## src/rtl/lcd_text_writer.sv

```systemverilog
// HD44780 16x2 text writer: power-up wait, init sequence, then continuous
// two-line redraw from a per-frame snapshot of the 32-character screen image.
module lcd_text_writer #(
    parameter int unsigned POWERUP_WAIT = 750000,
    parameter int unsigned E_HIGH       = 25,
    parameter int unsigned CMD_WAIT     = 2500,
    parameter int unsigned CLEAR_WAIT   = 100000
) (
    input  logic         CLK,
    input  logic         Reset_n,
    input  logic [255:0] characters,
    output logic         LCD_RS,
    output logic         LCD_RW,
    output logic         LCD_E,
    output logic [7:0]   LCD_DATA,
    output logic         ready,
    output logic         frame_done
);

    typedef enum logic [2:0] {
        POWER_WAIT,
        INIT,
        LINE1_ADDR,
        LINE1_CHARS,
        LINE2_ADDR,
        LINE2_CHARS
    } state_t;

    typedef enum logic [1:0] {
        SETUP,
        PULSE,
        HOLD
    } phase_t;

    state_t           state, state_n;
    phase_t           phase, phase_n;
    logic [31:0]      cnt, cnt_n;
    logic [1:0]       init_idx, init_n;
    logic [3:0]       col, col_n;
    logic             ready_n, frame_end, snap_en, txn_done;
    logic [31:0]      hold_len;
    logic [31:0][7:0] snap;

    function automatic logic [7:0] init_cmd(input logic [1:0] idx);
        case (idx)
            2'd0:    return 8'h38;
            2'd1:    return 8'h0C;
            2'd2:    return 8'h06;
            default: return 8'h01;
        endcase
    endfunction

    assign LCD_RW   = 1'b0;
    assign hold_len = (state == INIT && init_idx == 2'd3) ? CLEAR_WAIT : CMD_WAIT;

    always_ff @(posedge CLK) begin
        if (!Reset_n) begin
            state      <= POWER_WAIT;
            phase      <= SETUP;
            cnt        <= '0;
            init_idx   <= '0;
            col        <= '0;
            ready      <= 1'b0;
            frame_done <= 1'b0;
        end else begin
            state      <= state_n;
            phase      <= phase_n;
            cnt        <= cnt_n;
            init_idx   <= init_n;
            col        <= col_n;
            ready      <= ready_n;
            frame_done <= frame_end;
        end
    end

    // Packed element 31 holds bits [255:248], i.e. line 1 column 0.
    always_ff @(posedge CLK) begin
        if (snap_en)
            snap <= characters;
    end

    always_comb begin
        state_n   = state;
        phase_n   = phase;
        cnt_n     = cnt + 32'd1;
        init_n    = init_idx;
        col_n     = col;
        ready_n   = ready;
        snap_en   = 1'b0;
        frame_end = 1'b0;
        txn_done  = 1'b0;
        if (state == POWER_WAIT) begin
            if (cnt == POWERUP_WAIT - 1) begin
                state_n = INIT;
                phase_n = SETUP;
                cnt_n   = '0;
            end
        end else begin
            unique case (phase)
                SETUP: begin
                    phase_n = PULSE;
                    cnt_n   = '0;
                end
                PULSE: if (cnt == E_HIGH - 1) begin
                    phase_n = HOLD;
                    cnt_n   = '0;
                end
                HOLD: if (cnt == hold_len - 32'd1) begin
                    phase_n  = SETUP;
                    cnt_n    = '0;
                    txn_done = 1'b1;
                end
                default: begin
                    phase_n = SETUP;
                    cnt_n   = '0;
                end
            endcase
        end
        // The 4-bit column wraps 15 -> 0 on the same edge that leaves the line.
        if (txn_done) begin
            unique case (state)
                INIT: begin
                    init_n = init_idx + 2'd1;
                    if (init_idx == 2'd3) begin
                        state_n = LINE1_ADDR;
                        snap_en = 1'b1;
                        ready_n = 1'b1;
                    end
                end
                LINE1_ADDR: state_n = LINE1_CHARS;
                LINE1_CHARS: begin
                    col_n = col + 4'd1;
                    if (col == 4'd15)
                        state_n = LINE2_ADDR;
                end
                LINE2_ADDR: state_n = LINE2_CHARS;
                LINE2_CHARS: begin
                    col_n = col + 4'd1;
                    if (col == 4'd15) begin
                        state_n   = LINE1_ADDR;
                        snap_en   = 1'b1;
                        frame_end = 1'b1;
                    end
                end
                default: ;
            endcase
        end
    end

    always_comb begin
        LCD_RS   = 1'b0;
        LCD_DATA = '0;
        LCD_E    = 1'b0;
        unique case (state)
            INIT:       LCD_DATA = init_cmd(init_idx);
            LINE1_ADDR: LCD_DATA = 8'h80;
            LINE1_CHARS: begin
                LCD_RS   = 1'b1;
                LCD_DATA = snap[5'd31 - {1'b0, col}];
            end
            LINE2_ADDR: LCD_DATA = 8'hC0;
            LINE2_CHARS: begin
                LCD_RS   = 1'b1;
                LCD_DATA = snap[5'd31 - {1'b1, col}];
            end
            default: ;
        endcase
        if (state != POWER_WAIT && phase == PULSE)
            LCD_E = 1'b1;
    end

endmodule

```

## config.mk

```make
export PLATFORM = sky130hd
export DESIGN_NAME = lcd_text_writer
export DESIGN_NICKNAME = d
export VERILOG_FILES = /design/src/rtl/lcd_text_writer.sv
export SDC_FILE = /design/constraint.sdc
export NUM_CORES = 1
export LEC_CHECK = 0
export CORE_MARGIN = 1
export CORE_UTILIZATION = 30
export DETAILED_ROUTE_END_ITERATION = 12
export SYNTH_ARGS = -nofsm -noshare
export SYNTH_HDL_FRONTEND = slang
export SYNTH_SLANG_ARGS = --single-unit
export TNS_END_PERCENT = 50
```

## constraint.sdc

```tcl
create_clock -name CLK -period 14 [get_ports CLK]
set_input_delay 2.8 -clock CLK [delete_from_list [all_inputs] [get_ports CLK]]
set_output_delay 2.8 -clock CLK [all_outputs]
set_load 0.1 [all_outputs]
```

== After elaboration in Yosys (flattened, before gate mapping) ==
Cells that the tools add are included.
Operators by class
  add/subtract/negate cells: 6
  $lt $le $gt $ge: 2
  equality and inequality tests: 17
  muxes and demuxes: 33
  reductions and logical operators: 12
Operators with widths (count)
  2-to-1 mux 32 bit: 4
  binary-select mux 8 bit (select 5 bit): 2
  case mux 32 bit (2 select lines): 1
  case mux 8 bit (5 select lines): 1
  adder 32 x 1 -> 32 bit, second input constant: 1
  equality test 32 x 20 -> 1 bit, second input constant: 1
  equality test 32 bit: 1
  equality test 32 x 5 -> 1 bit, second input constant: 1
  2-to-1 mux 3 bit: 6
  case mux 6 bit (3 select lines): 1
  subtractor 17 x 1 -> 18 bit, second input constant: 1
  2-to-1 mux 17 bit: 1
  2-to-1 mux 8 bit: 2
  case mux 3 bit (5 select lines): 1
  < comparator 5 x 6 -> 1 bit, second input constant: 2
  AND reduction 3 bit: 3
  2-to-1 mux 1 bit: 8
  2-to-1 mux 2 bit: 4
  equality test 2 bit, second input constant: 3
  equality test 3 x 2 -> 1 bit, second input constant: 2
  equality test 3 bit, second input constant: 2
  inequality test 3 bit, second input constant: 2
  case mux 2 bit (3 select lines): 1
  subtractor 5 x 4 -> 5 bit, first input constant: 1
  14 further kinds: 18
Word-level totals
  register bits after elaboration: 301
  input bits: 258
  output and inout bits: 13
  word-level logic and storage cells: 109

== Depth between registers and ports, before layout ==
  word-level depth: 9
  mapped depth: 8
  mapped depth without buffers: 7

== Worst setup path before layout ==
OpenSTA, ideal clock, no wires.
  kind: reg-to-reg
  start: reg cnt[11]
  end: reg snap[0] (netlist bit), enable pin
  setup time: 0.959 ns
  arrival time: 13.876 ns
  data required time: 13.041 ns
  path slack: -0.835 ns
  stages on the path, launching flop included: 7
  path buffers: 2
  period minus slack after synthesis: 14.835 ns
  cell sequence: dfxtp_1 buf_2 or3_1 nor4_4 o2111ai_2 clkbuf_1 a21oi_1
Between the ends
  word-level cells in the longest chain between the ends: 5
RTL lines
  start, declared: RTL line 37  | logic [31:0] cnt, cnt_n;
  start signal, assigned: RTL line 68  | cnt <= cnt_n;
  equality test 32 bit: RTL line 108  | HOLD: if (cnt == hold_len - 32'd1) begin
  2-to-1 mux 1 bit: RTL line 108
  2-to-1 mux 1 bit: RTL line 99  | unique case (phase)
  2-to-1 mux 1 bit: RTL line 92  | if (state == POWER_WAIT) begin
  2-to-1 mux 1 bit: RTL line 120  | if (txn_done) begin
  named net snap_en: RTL line 40  | logic ready_n, frame_end, snap_en, txn_done;
  end signal, assigned: RTL line 79  | snap <= characters;
  end, declared: RTL line 42  | logic [31:0][7:0] snap;
The timed path passes the listed nets, and every way through them passes these cells.
A chain may end at the register's enable or synchronous reset.

== Worst setup path in the final report ==
  start: reg col[0]
  end: out LCD_DATA[1]
Between the ends
  word-level cells in the longest chain between the ends: 4
  elaborated cells on any way between the ends: 7
  classes of those cells: add/sub (2); mux (5)
RTL lines
  start, declared: RTL line 39  | logic [3:0] col, col_n;
  start signal, assigned: RTL line 70  | col <= col_n;
  subtractor 5 bit or subtractor 5 x 4 -> 5 bit (tied branches): RTL line 164, 159
  binary-select mux 8 bit (select 5 bit), on equally long branches: RTL line 164, 159
  2-to-1 mux 8 bit, on equally long branches: RTL line 164, 159
  case mux 8 bit (5 select lines) (*): RTL line 154  | unique case (state)
  end, declared: RTL line 15  | output logic [7:0] LCD_DATA,
Mark *: on every way between the ends. The rest lies on a longest branch, timed or not. The select of a mux whose other input is x is not followed.

==> impl_metrics.json <==
{
  "port_buffers": 269,
  "drtIter0Drc": 479,
  "yosys_register_bits": 301,
  "whs_ns": 0.4713,
  "synthCells": 741,
  "dieHeight_um": 205.9,
  "fin_crit_sh_pct": 50.88,
  "cp_slowest_stage_delay_ns": 0.97,
  "crit_start": "col[0]",
  "tightestPinTransition_ns": 1.252,
  "power_density_nw_per_um2": 119.0,
  "status": "finished, final reports clean",
  "syn_area_per_cell_sq_um": 16.83,
  "slew_headroom_pct": 16.51,
  "synth_flop_cell": "edfxtp_1",
  "path_cells": "buf_4 > mux4_2 > a22oi_1 > o221ai_1 > o21a_1 > clkdlybuf4s50_1",
  "async_flop_share_pct": 0,
  "hold_class": "reg -> reg",
  "htree_num_levels": 2,
  "critical_path.max_fanout": 36,
  "synth.most_common_cell": "edfxtp_1",
  "synth_top_area_share_pct": 61.64,
  "cp_top_family": "buffers and inverters",
  "r2r-start": "state[0]",
  "fillCellCount": 3769,
  "max_freq_mhz": 140.4,
  "firstDrtPassIters": 5,
  "via_count": 7648,
  "finalCriticalPeriod_ns": 7.123,
  "nets": 1281,
  "ctsResizeCount": 0,
  "track_usage_pct": 15.82,
  "cp_slowest_cell": "clkdlybuf4s50_1",
  "synth_cell_types": 63,
  "yosys_warnings": 0,
  "routedWlPerCell_um": 21.28,
  "worstSkewPairLatency_ns": 0.54,
  "cp_num_buf_inv": 2,
  "gp_congestion": 0.8167,
  "start_util_pct": 30.48,
  "io-pin-count": 271,
  "ir_drop_v": 0.00007789,
  "clk_path_buf_depth": 3,
  "core_area_sq_um": 40920,
  "setup-tns-final_ns": 0,
  "final_core_util_pct": 41.35,
  "gr-total-overflow": 0,
  "wl_mm": 33.43,
  "skew_ns": 0.03067,
  "min_from": "ready",
  "start_kind": "flip-flop",
  "synth_area_leaders": "edfxtp_1 (62%), mux4_2 (12%), dfxtp_1 (7.2%)",
  "cts-hold-fix-buffers": 0,
  "cts_setup_buffers": 0,
  "num_rows": 74,
  "synth_nets": 1010,
  "layout-drive-gt1-share_pct": 13.11,
  "postRouteAntennaNets": 0,
  "grt_pass1_wl_mm": 49.00,
  "cts-buffers-inserted": 35,
  "drv_slew": 0,
  "areaGrowthSynthToFinish_pct": 35.69,
  "end_kind": "primary output",
  "grt_pass1_vias": 7962,
  "grt_setup_unrepaired": "false",
  "crit_type": "reg -> out",
  "grt_start_max_net_pins": 92,
  "drcViolationCount": 0,
  "worst_ep_required_time_ns": 11.20,
  "setup_viol": 0,
  "timing_hold_violations_final": 0,
  "synth_edf_count": 256,
  "cts_sinks": 301,
  "netlist_area_sq_um": 12470,
  "max_cap_violations": 0,
  "path_clk_slew_ns": 0.06,
  "ys_seq_area_share_pct": 68.86,
  "hpwl_mm": 23.47,
  "dieArea_sq_um": 42390,
  "synthTopCellsByCount": "edfxtp_1 (256), mux4_2 (64), dfxtp_1 (45), nor3_1 (32), a211oi_1 (31)",
  "dieWidth_um": 205.9,
  "cp.arrival_ns": 4.32,
  "antenna_found_initial": 6,
  "clockRootBuffer": "clkbuf_16",
  "synth_top_area_cell": "edfxtp_1",
  "cts_tree": "yes",
  "routed_via_density": 4.868,
  "leakage_nw": 5.158
}
cell type report:
cell class | count | area (sq um) | area share [%]
multi-input combinational | 373 | 3608 | 21.32
clock inverter | 17 | 245.2 | 1.449
sequential | 301 | 8597 | 50.80
timing repair buffer | 278 | 2760 | 16.31
clock buffer | 45 | 955.9 | 5.648
inverter | 23 | 86.33 | 0.5101
antenna | 2 | 5.005 | 0.02957
tap | 532 | 665.6 | 3.933
worst paths after layout:
| check | end | slack (ns) | depth (start not counted) |
|---|---|---|---|
| max | LCD_DATA[1] | 6.88 | 6 |
| max reg2reg | snap[105] | 9.11 | 6 |
| min reg2reg | ready | 0.47 | 1 |
| min | ready | 0.47 | 1 |
routing by layer:
metal	vias up	global-route usage [%]	wire, um
met5	-	0	39
met4	6	4.779	589
met3	42	4.478	2349
met2	256	26.12	16620
met1	3779	20.11	13840
li1	3565	-	-
logic make-up after synthesis:
family                     synth area share [%]
xor gates and xnor gates                  2.107
adders and majority gates                 1.104
AOI/OAI and AO/OA                         5.989
buffers and inverters                     2.297
and+or+nand+nor                           6.892
muxes                                     12.72
DFF                                       68.86
other                                   0.03007
stage by stage:
stage          cell area [sq um]  power [mW]  cells  setup WS (ns)
2_1_floorplan              12480      0.9971    741          4.954
3_3_place_gp               15720       1.073   1507          7.338
3_5_place_dp               15720       1.073   1507          7.317
4_1_cts                    16920       2.041   1569          6.745
5_1_grt                    16920       2.076   1571          6.580
6_report                   16920       2.014   1571          6.877
layout by cell type (no fill, tap or decap), drive strengths merged, types with 5 or more instances in the layout:
| cell type | netlist | layout |
|---|---|---|
| nor3 | 32 | 32 |
| nor2b | 6 | 6 |
| xnor2 | 22 | 22 |
| buf | 24 | 9 |
| nor2 | 17 | 17 |
| clkdlybuf4s50 | 0 | 269 |
| or4 | 6 | 6 |
| clkinv | 0 | 8 |
| ha | 11 | 11 |
| o22ai | 5 | 5 |
| dfxtp | 45 | 45 |
| mux4 | 64 | 64 |
| nand2 | 16 | 16 |
| a211oi | 31 | 31 |
| bufinv | 0 | 6 |
| inv | 23 | 25 |
| edfxtp | 256 | 256 |
| o21ai | 13 | 13 |
| nand4 | 10 | 10 |
| clkbuf | 20 | 45 |
| and4 | 5 | 5 |
| or3 | 5 | 5 |
| mux2i | 11 | 11 |
| a21oi | 14 | 14 |
| nor4 | 10 | 10 |
| a22oi | 8 | 8 |
| xor2 | 8 | 8 |
| nand3 | 24 | 24 |
where the power goes:
group	switching (mW)	internal, mW	total, mW
logic	0.0176	0.0635	0.0811
clock network	0.366	0.595	0.961
registers	0.00108	0.971	0.972
total	0.384	1.63	2.01
flip-flops by register name, summed over array words and instances, names as in the netlist:
name        cells
snap          256
phase           2
cnt            32
state           3
col             4
ready           1
init_idx        2
frame_done      1
worst reg2reg max path, stage by stage, from the launching register on:
cell and delay [ns]:
dfxtp_1 0.76, nand4bb_1 0.49, nor4_4 0.47, o2111ai_2 0.44
a21oi_4 0.27, buf_4 0.88, buf_4 1.13
Power figures use the tool's default switching activity.
